File: config.mk
export PLATFORM = sky130hd
export DESIGN_NAME = axi_arbiter_w
export DESIGN_NICKNAME = d
export VERILOG_FILES = /design/src/rtl/axi_ic_pkg.sv /design/src/rtl/rr_pick4.sv /design/src/rtl/axi_arbiter_w.sv
export SDC_FILE = /design/constraint.sdc
export NUM_CORES = 1
export LEC_CHECK = 0
export ABC_CLOCK_PERIOD_IN_PS = 2000
export CAP_MARGIN = 10
export CORE_AREA = 2 2 47 49
export CTS_BUF_LIST = sky130_fd_sc_hd__clkbuf_8
export CTS_CLUSTER_DIAMETER = 150
export DETAILED_ROUTE_END_ITERATION = 7
export DIE_AREA = 0 0 49 51
export PLACE_DENSITY = 0.82
export SLEW_MARGIN = 25
export SYNTH_ARGS = -nofsm -noshare
export SYNTH_HDL_FRONTEND = slang
export SYNTH_SLANG_ARGS = --single-unit
export TNS_END_PERCENT = 20
File: constraint.sdc
create_clock -name ACLK -period 2 [get_ports ACLK]
set_input_delay 0.4 -clock ACLK [delete_from_list [all_inputs] [get_ports ACLK]]
set_output_delay 0.4 -clock ACLK [all_outputs]
set_load 0.02 [all_outputs]
File: src/rtl/axi_ic_pkg.sv
// Shared definitions for the 4-master AXI interconnect arbiters.
// Master indices are shared with the read arbiter.
package axi_ic_pkg;

  localparam int AXI_NUM_MASTERS = 4;

  localparam logic [1:0] AXI_MASTER_0 = 2'b00;
  localparam logic [1:0] AXI_MASTER_1 = 2'b01;
  localparam logic [1:0] AXI_MASTER_2 = 2'b10;
  localparam logic [1:0] AXI_MASTER_3 = 2'b11;

  typedef enum logic [1:0] {
    W_IDLE = 2'b00,
    W_XFER = 2'b01,
    W_RESP = 2'b10
  } w_phase_e;

endpackage

File: src/rtl/rr_pick4.sv
// Combinational 4-way round-robin picker: the first requester after 'last',
// wrapping, wins.
module rr_pick4
  import axi_ic_pkg::*;
(
  input  logic [3:0] req,
  input  logic [1:0] last,
  output logic [1:0] gnt_idx,
  output logic       any
);

  always_comb begin
    logic       found;
    logic [1:0] cand;
    gnt_idx = AXI_MASTER_0;
    found   = 1'b0;
    cand    = last;
    any     = |req;
    // Offset 4 wraps back onto 'last' itself, so it has lowest priority.
    for (int i = 1; i <= AXI_NUM_MASTERS; i++) begin
      cand = last + 2'(i);
      if (!found && req[cand]) begin
        gnt_idx = cand;
        found   = 1'b1;
      end
    end
  end

endmodule

File: src/rtl/axi_arbiter_w.sv
// Write-channel arbiter: grants one master the shared AW/W/B path for a whole
// write transaction (AW, W burst to WLAST, B), then rotates round-robin.
module axi_arbiter_w
  import axi_ic_pkg::*;
(
  input  logic       ACLK,
  input  logic       ARESET,
  input  logic       s0_AWVALID,
  input  logic       s0_AWREADY,
  input  logic       s0_WVALID,
  input  logic       s0_WREADY,
  input  logic       s0_WLAST,
  input  logic       s0_BVALID,
  input  logic       s0_BREADY,
  input  logic       s1_AWVALID,
  input  logic       s1_AWREADY,
  input  logic       s1_WVALID,
  input  logic       s1_WREADY,
  input  logic       s1_WLAST,
  input  logic       s1_BVALID,
  input  logic       s1_BREADY,
  input  logic       s2_AWVALID,
  input  logic       s2_AWREADY,
  input  logic       s2_WVALID,
  input  logic       s2_WREADY,
  input  logic       s2_WLAST,
  input  logic       s2_BVALID,
  input  logic       s2_BREADY,
  input  logic       s3_AWVALID,
  input  logic       s3_AWREADY,
  input  logic       s3_WVALID,
  input  logic       s3_WREADY,
  input  logic       s3_WLAST,
  input  logic       s3_BVALID,
  input  logic       s3_BREADY,
  output logic       s0_wgrnt,
  output logic       s1_wgrnt,
  output logic       s2_wgrnt,
  output logic       s3_wgrnt,
  output logic [1:0] wgrnt_idx,
  output logic       busy
);

  logic [3:0] awvalid, awready, wvalid, wready, wlast, bvalid, bready;

  assign awvalid = {s3_AWVALID, s2_AWVALID, s1_AWVALID, s0_AWVALID};
  assign awready = {s3_AWREADY, s2_AWREADY, s1_AWREADY, s0_AWREADY};
  assign wvalid  = {s3_WVALID,  s2_WVALID,  s1_WVALID,  s0_WVALID};
  assign wready  = {s3_WREADY,  s2_WREADY,  s1_WREADY,  s0_WREADY};
  assign wlast   = {s3_WLAST,   s2_WLAST,   s1_WLAST,   s0_WLAST};
  assign bvalid  = {s3_BVALID,  s2_BVALID,  s1_BVALID,  s0_BVALID};
  assign bready  = {s3_BREADY,  s2_BREADY,  s1_BREADY,  s0_BREADY};

  w_phase_e   phase_q, phase_d;
  logic [1:0] owner_q, owner_d;
  logic [1:0] last_q, last_d;
  logic       aw_done_q, aw_done_d;
  logic       w_done_q, w_done_d;

  logic       own_aw_hs, own_w_last_hs, own_b_hs;
  logic [1:0] pick_last, pick_idx;
  logic       pick_any;

  assign own_aw_hs     = awvalid[owner_q] & awready[owner_q];
  assign own_w_last_hs = wvalid[owner_q] & wready[owner_q] & wlast[owner_q];
  assign own_b_hs      = bvalid[owner_q] & bready[owner_q];

  // A handover in RESP must rotate from the finishing owner, not the old 'last'.
  assign pick_last = (phase_q == W_RESP && own_b_hs) ? owner_q : last_q;

  rr_pick4 u_pick (
    .req     (awvalid),
    .last    (pick_last),
    .gnt_idx (pick_idx),
    .any     (pick_any)
  );

  always_comb begin
    phase_d   = phase_q;
    owner_d   = owner_q;
    last_d    = last_q;
    aw_done_d = aw_done_q;
    w_done_d  = w_done_q;
    case (phase_q)
      W_IDLE: begin
        if (pick_any) begin
          owner_d   = pick_idx;
          phase_d   = W_XFER;
          aw_done_d = 1'b0;
          w_done_d  = 1'b0;
        end
      end
      W_XFER: begin
        aw_done_d = aw_done_q | own_aw_hs;
        w_done_d  = w_done_q | own_w_last_hs;
        if (aw_done_d && w_done_d) phase_d = W_RESP;
      end
      W_RESP: begin
        if (own_b_hs) begin
          last_d = owner_q;
          if (pick_any) begin
            owner_d   = pick_idx;
            phase_d   = W_XFER;
            aw_done_d = 1'b0;
            w_done_d  = 1'b0;
          end else begin
            phase_d = W_IDLE;
          end
        end
      end
      default: phase_d = W_IDLE;
    endcase
  end

  always_ff @(posedge ACLK) begin
    if (ARESET) begin
      phase_q   <= W_IDLE;
      owner_q   <= AXI_MASTER_0;
      last_q    <= AXI_MASTER_3;
      aw_done_q <= 1'b0;
      w_done_q  <= 1'b0;
    end else begin
      phase_q   <= phase_d;
      owner_q   <= owner_d;
      last_q    <= last_d;
      aw_done_q <= aw_done_d;
      w_done_q  <= w_done_d;
    end
  end

  assign busy      = (phase_q != W_IDLE);
  assign wgrnt_idx = owner_q;
  assign s0_wgrnt  = busy && (owner_q == AXI_MASTER_0);
  assign s1_wgrnt  = busy && (owner_q == AXI_MASTER_1);
  assign s2_wgrnt  = busy && (owner_q == AXI_MASTER_2);
  assign s3_wgrnt  = busy && (owner_q == AXI_MASTER_3);

endmodule

Word-level counts from Yosys, hierarchy flattened. Index checks and enable logic that the tools add are counted.

$add $sub $neg: 3. Magnitude comparators: 5. Equality and inequality tests: 8. Muxes and demuxes: 44. Bitwise logic cells: 6. Reductions and logical operators: 22.

Operators by type and width (count): 1-bit binary-select mux with 2-bit select (11); 2-bit two-way mux (10); 1-bit two-way mux (19); 2-bit by 3-bit less-than comparator with 1-bit output (second input constant) (5); 1-bit logical AND (9); 2-bit equality test (second input constant) (3); 2-bit inequality test (second input constant) (3); 1-bit case mux with 3 select lines (2); 2-bit case mux with 3 select lines (1); 2-bit AND reduction (3); 2-bit adder (second input constant) (2); 1-bit AND (4); 2-bit by 1-bit equality test with 1-bit output (second input constant) (2); 2-bit zero test (2); 2-bit case mux with 2 select lines (1); 2-bit nonzero test (2); 4-bit OR reduction (1); 1-bit zero test (3); 3-bit AND reduction (1); 3-bit nonzero test (1); 2-bit by 1-bit adder with 2-bit output (second input constant) (1); 1-bit OR (2).

Register bits after elaboration: 8. Bits of input ports: 30. Output and inout port bits: 7. Word-level logic and storage cells: 93.

Logic depth before layout (Yosys ltp).
Word-level depth: 21. Mapped depth: 7. Depth with buffers taken out: 6.

By module. From an unflattened synthesis, not the netlist that was laid out.

Cells, all modules: 84. Area total of the unflattened synthesis: 621.8 µm².

By module, submodules not included: axi_arbiter_w (instances 1, cells an instance 70, area an instance 540.5 µm², sequential area each 160.2 µm²); rr_pick4 (instances 1, cells an instance 14, area an instance 81.3 µm², sequential area each 0.0 µm²).

Worst setup path after synthesis. OpenSTA, ideal clock, no wires.

Path kind: reg2reg. From: reg owner_q[0] (netlist: wgrnt_idx[0]). To: reg owner_q[1] (netlist: wgrnt_idx[1]). Setup time: 0.086 ns. Arrival time: 1.847 ns. Required time: 1.914 ns. Setup slack: 0.066 ns. Stages on the path, launching flop included: 7. Path buffers: 1. Clock period less this slack: 1.934 ns. Cell sequence: dfxtp_1 -> buf_6 -> and3_4 -> nor4_1 -> o41a_1 -> o41a_1 -> a221oi_2.

Longest elaborated chain between the ends: 21. Elaborated cells on any way between the ends: 36. Classes of those cells: add/sub (3); eq/ne (1); mux (23); bitwise (1); reduce/logical (8).

Ends and longest elaborated chain: from (decl) (RTL line axi_arbiter_w.sv:55) `logic [1:0] owner_q, owner_d;`; from (signal assigned) (RTL line axi_arbiter_w.sv:124) `owner_q <= owner_d;`; 1-bit binary-select mux with 2-bit select (RTL line axi_arbiter_w.sv:66) `assign own_b_hs = bvalid[owner_q] & bready[owner_q];`; 1-bit two-way mux (implied by the code) (RTL line axi_arbiter_w.sv:66); 1-bit AND (RTL line axi_arbiter_w.sv:66); 1-bit logical AND (RTL line axi_arbiter_w.sv:69) `assign pick_last = (phase_q == W_RESP && own_b_hs) ? owner_q : last_q;`; 2-bit two-way mux (RTL line axi_arbiter_w.sv:69); 2-bit by 1-bit adder with 2-bit output (RTL line rr_pick4.sv:21) `cand = last + 2'(i);`; 1-bit binary-select mux with 2-bit select (RTL line rr_pick4.sv:22) `if (!found && req[cand]) begin`; 1-bit two-way mux (implied by the code) (RTL line rr_pick4.sv:22); [5 not listed]; 1-bit logical AND (RTL line rr_pick4.sv:22); 1-bit two-way mux (RTL line rr_pick4.sv:22); 1-bit zero test (RTL line rr_pick4.sv:22); 1-bit logical AND (RTL line rr_pick4.sv:22); 2-bit two-way mux (RTL line rr_pick4.sv:22); 2-bit two-way mux (RTL line axi_arbiter_w.sv:86, axi_arbiter_w.sv:101); 2-bit two-way mux (RTL line axi_arbiter_w.sv:99) `if (own_b_hs) begin`; 2-bit case mux with 2 select lines (RTL line axi_arbiter_w.sv:84) `case (phase_q)`.

Several ways; a longest one is shown, not always the timed one. The select of a mux whose other input is x is not followed. A chain may end at the register's enable or synchronous reset.

Final worst setup path. Same ends and word-level chain as after synthesis.

==> results.md <==
- GP Congestion: 0.986
- Total CTS buffers: 3
- Largest net degree at the start of global routing: 10
- Initial antenna violation count: 0
- Setup TNS: 0 ns
- Max Buffers Root-to-Sink: 2
- CP Launch Type: flip-flop
- Root Buffer: clkbuf_8
- Seq/Total Area, Yosys: about a fifth
- Main synth FF type: dfxtp_1
- Compound-cell area share of the yosys netlist: 33.1%
- MaxCap Viol Count: 0
- Worst clock skew: between 0.002 and 0.0025 ns
- Initial Util: 39.2%
- Synth Register Bits: 8
- Number of distinct library cells after synthesis: 45
- Latest clock arrival within the worst-skew pair: 0.22 ns
- Area of the multi-input gates: approximately 640 µm²
- Cell taking the most area after synthesis: dfxtp_1
- # diodes: 0
- Fmax: between 500 and 600 MHz
- Initial drt markers: 35
- Worst-path clk slew: 0.04 ns
- Slew margin rel.: a little under three quarters
- Synth Area in XOR/XNOR: 0%
- Gr ovfl total: 0
- Share of layout cells above drive strength 1: 26.9%
- Mux cell area share after synthesis: 3.71%
- Critical Path Source: wgrnt_idx[0]
- CP Cell Sequence: and3b_2, o21a_4, o21ai_4, mux2i_1, o41a_1, a221oi_2
- FF+latch area: approximately 160 µm²
- Adder-Cell Fraction of Synth Area: 0%
- Fillers: between 150 and 200
- Slowest-stage cell, CP: o41a_1
- Top-area cell type share of the netlist area: approximately a fifth
- Simple-gate area share of the yosys netlist: a little under two fifths
- Async set or reset register ratio after synthesis: 0%
- Syn Nets: 140
- Worst slew pin tran: ~0.42 ns
- Tot GR Track Use: approximately 25%
- Row cnt: 17
- Endpoint type of the worst setup path: flip-flop
- Post-synth EDFFs: 0
- Final setup fails: 0
- Post-synthesis cell count: 110
- ANT nets after route: 0
- Mapped cell area: ~810 µm²
- CTS tree: built
- # nets final: roughly 200
- Total wire length: 3.02 mm
- Vias/cell: approximately 5.6
- Power Density: roughly 620 nW/µm²
- DR WL/cell: 15.2 µm
- Core Area: between 2000 and 2500 µm²
- CP Max Fanout: 9
- DRC: 0
- Outcome: completed
- Die Area: 2500 µm²
- Hold Vio Cnt, Final: 0
- Worst reg2reg setup slack: between 0.04 and 0.05 ns
- Pins over their slew limit: 0
- Vias in the first global route: between 1000 and 1500
- Die Y: just over 50 µm
- Cells on worst reg2reg path: 6
- Yosys warning count: 0
- Reg2reg start: wgrnt_idx[0]
- RSZ-0062 raised after global routing: yes
- Crit Path Class: reg -> reg
- P&R area growth vs syn: 83.2%
- DR pass1 iterations: 6
- Peak VDD IR: around 600 µV
- P_leak: between 0.7 and 0.8 nW
- Pre-CTS setup slack: -0.369 ns
- Port Buffers: 36
- H-tree lvl count: 1
- Die width: approximately 49 µm
- Min Tclk post-route: a little under 2 ns
- Final total power: 0.918 mW
- Vias: 1116
- Crit-path max cell delay: ~0.40 ns
- Top post-synthesis cells by area: dfxtp_1, nand3_1, mux2i_1
- Avg Inst Size Synth: 7.36 µm²
- # IOs: 37
- DP HPWL: 2.42 mm
- First-pass GRT wire length: approximately 4.8 mm
- Post-synth top cells: dfxtp_1, nand2_1, nand3_1, nor2_1
- Final WS setup: around 0.047 ns
- Main combinational cell family by area after synthesis: simple AND/OR/NAND/NOR gates
- Period utilization: roughly 98%
- Data required, critical path: ~2.1 ns
- RR Endpoint: wgrnt_idx[1]
- CP arrival: 2.09 ns
- Clock Sink Count: 8
- Worst Hold Class: reg -> reg
- Critical path endpoint: wgrnt_idx[1]
cells by family (layout without fill, tap and decap cells):
logic type / count (synthesis) / count (layout)
buf+inv: 11 / 72
simple gates: 54 / 54
compound gates: 34 / 34
mux: 3 / 3
flops: 8 / 8
per-stage QoR:
stage / instances / hold slack [ns] / cell area, µm² / utilization [%]
after detailed placement: 194 / 0.530 / 1360 / 65.8
after CTS: 197 / 0.539 / 1430 / 69.4
after global placement: 194 / 0.492 / 1360 / 65.8
after global routing: 199 / 0.576 / 1480 / 71.9
final: 199 / 0.535 / 1480 / 71.9
after floorplan: 110 / 0.466 / 810 / -
critical path: cells and delay by family, from the launching register on:
kind,cells,cell delay (ns)
AND/OR/NAND/NOR,1,0.25
AO/OA/AOI/OAI,4,1.12
flip-flops,1,0.38
multiplexers,1,0.12
layer usage:
| metal | up-vias | wire (µm) | GRT usage (%) |
|---|---|---|---|
| met4 | 0 | 51 | 5.71 |
| li1 | 548 | - | - |
| met2 | 42 | 1600 | 47.7 |
| met3 | 6 | 138 | 2.92 |
| met5 | - | 0 | 0 |
| met1 | 520 | 1240 | 28.5 |
cells in the final DEF, fill, tap and decap left out, types with 4 or more instances in the layout:
master,instances
buf_4,25
clkdlybuf4s50_1,23
dlymetal6s2s_1,10
nor2_1,8
nand3_1,8
nand2_1,7
dfxtp_1,7
inv_1,6
o21ai_0,5
a21oi_1,4
nor4_1,4
nor2b_1,4
o211ai_1,4
worst min-delay path by stage:
stage | startpoint | endpoint | slack (ns) | depth (start not counted)
6_report | w_done_q | w_done_q | 0.54 | 2
5_1_grt | aw_done_q | aw_done_q | 0.58 | 2
4_1_cts | w_done_q | w_done_q | 0.54 | 2
3_5_place_dp | w_done_q | w_done_q | 0.53 | 2
3_3_place_gp | w_done_q | w_done_q | 0.49 | 2
2_1_floorplan | ARESET | wgrnt_idx[1] | 0.47 | 1
cell type report:
cell class / instances / share of cell area (%)
repair buffers: 61 / 38.4
flip-flops and latches: 8 / 11.1
inverters: 8 / 2.03
well taps: 28 / 2.36
clock buffers: 3 / 2.78
multi-input cells: 91 / 43.4
sequential cells by signal, summed over array words and instances (netlist names):
| register | cells |
|---|---|
| phase_q | 2 |
| aw_done_q | 1 |
| last_q | 2 |
| w_done_q | 1 |
| wgrnt_idx | 2 |
power breakdown:
part / internal, mW / switching (mW)
sequential: 0.185 / 0.0256
combinational: 0.264 / 0.256
clock: 0.130 / 0.0575
total: 0.578 / 0.339
what timing repair did:
item,4_1_cts,5_1_grt
gates resized for setup,12,13
pin swaps,6,12
setup buffers,0,2
endpoints found under the setup margin,5,4
endpoints found under the hold margin,0,0
hold buffers,0,0
Power figures use the tool's default switching activity.
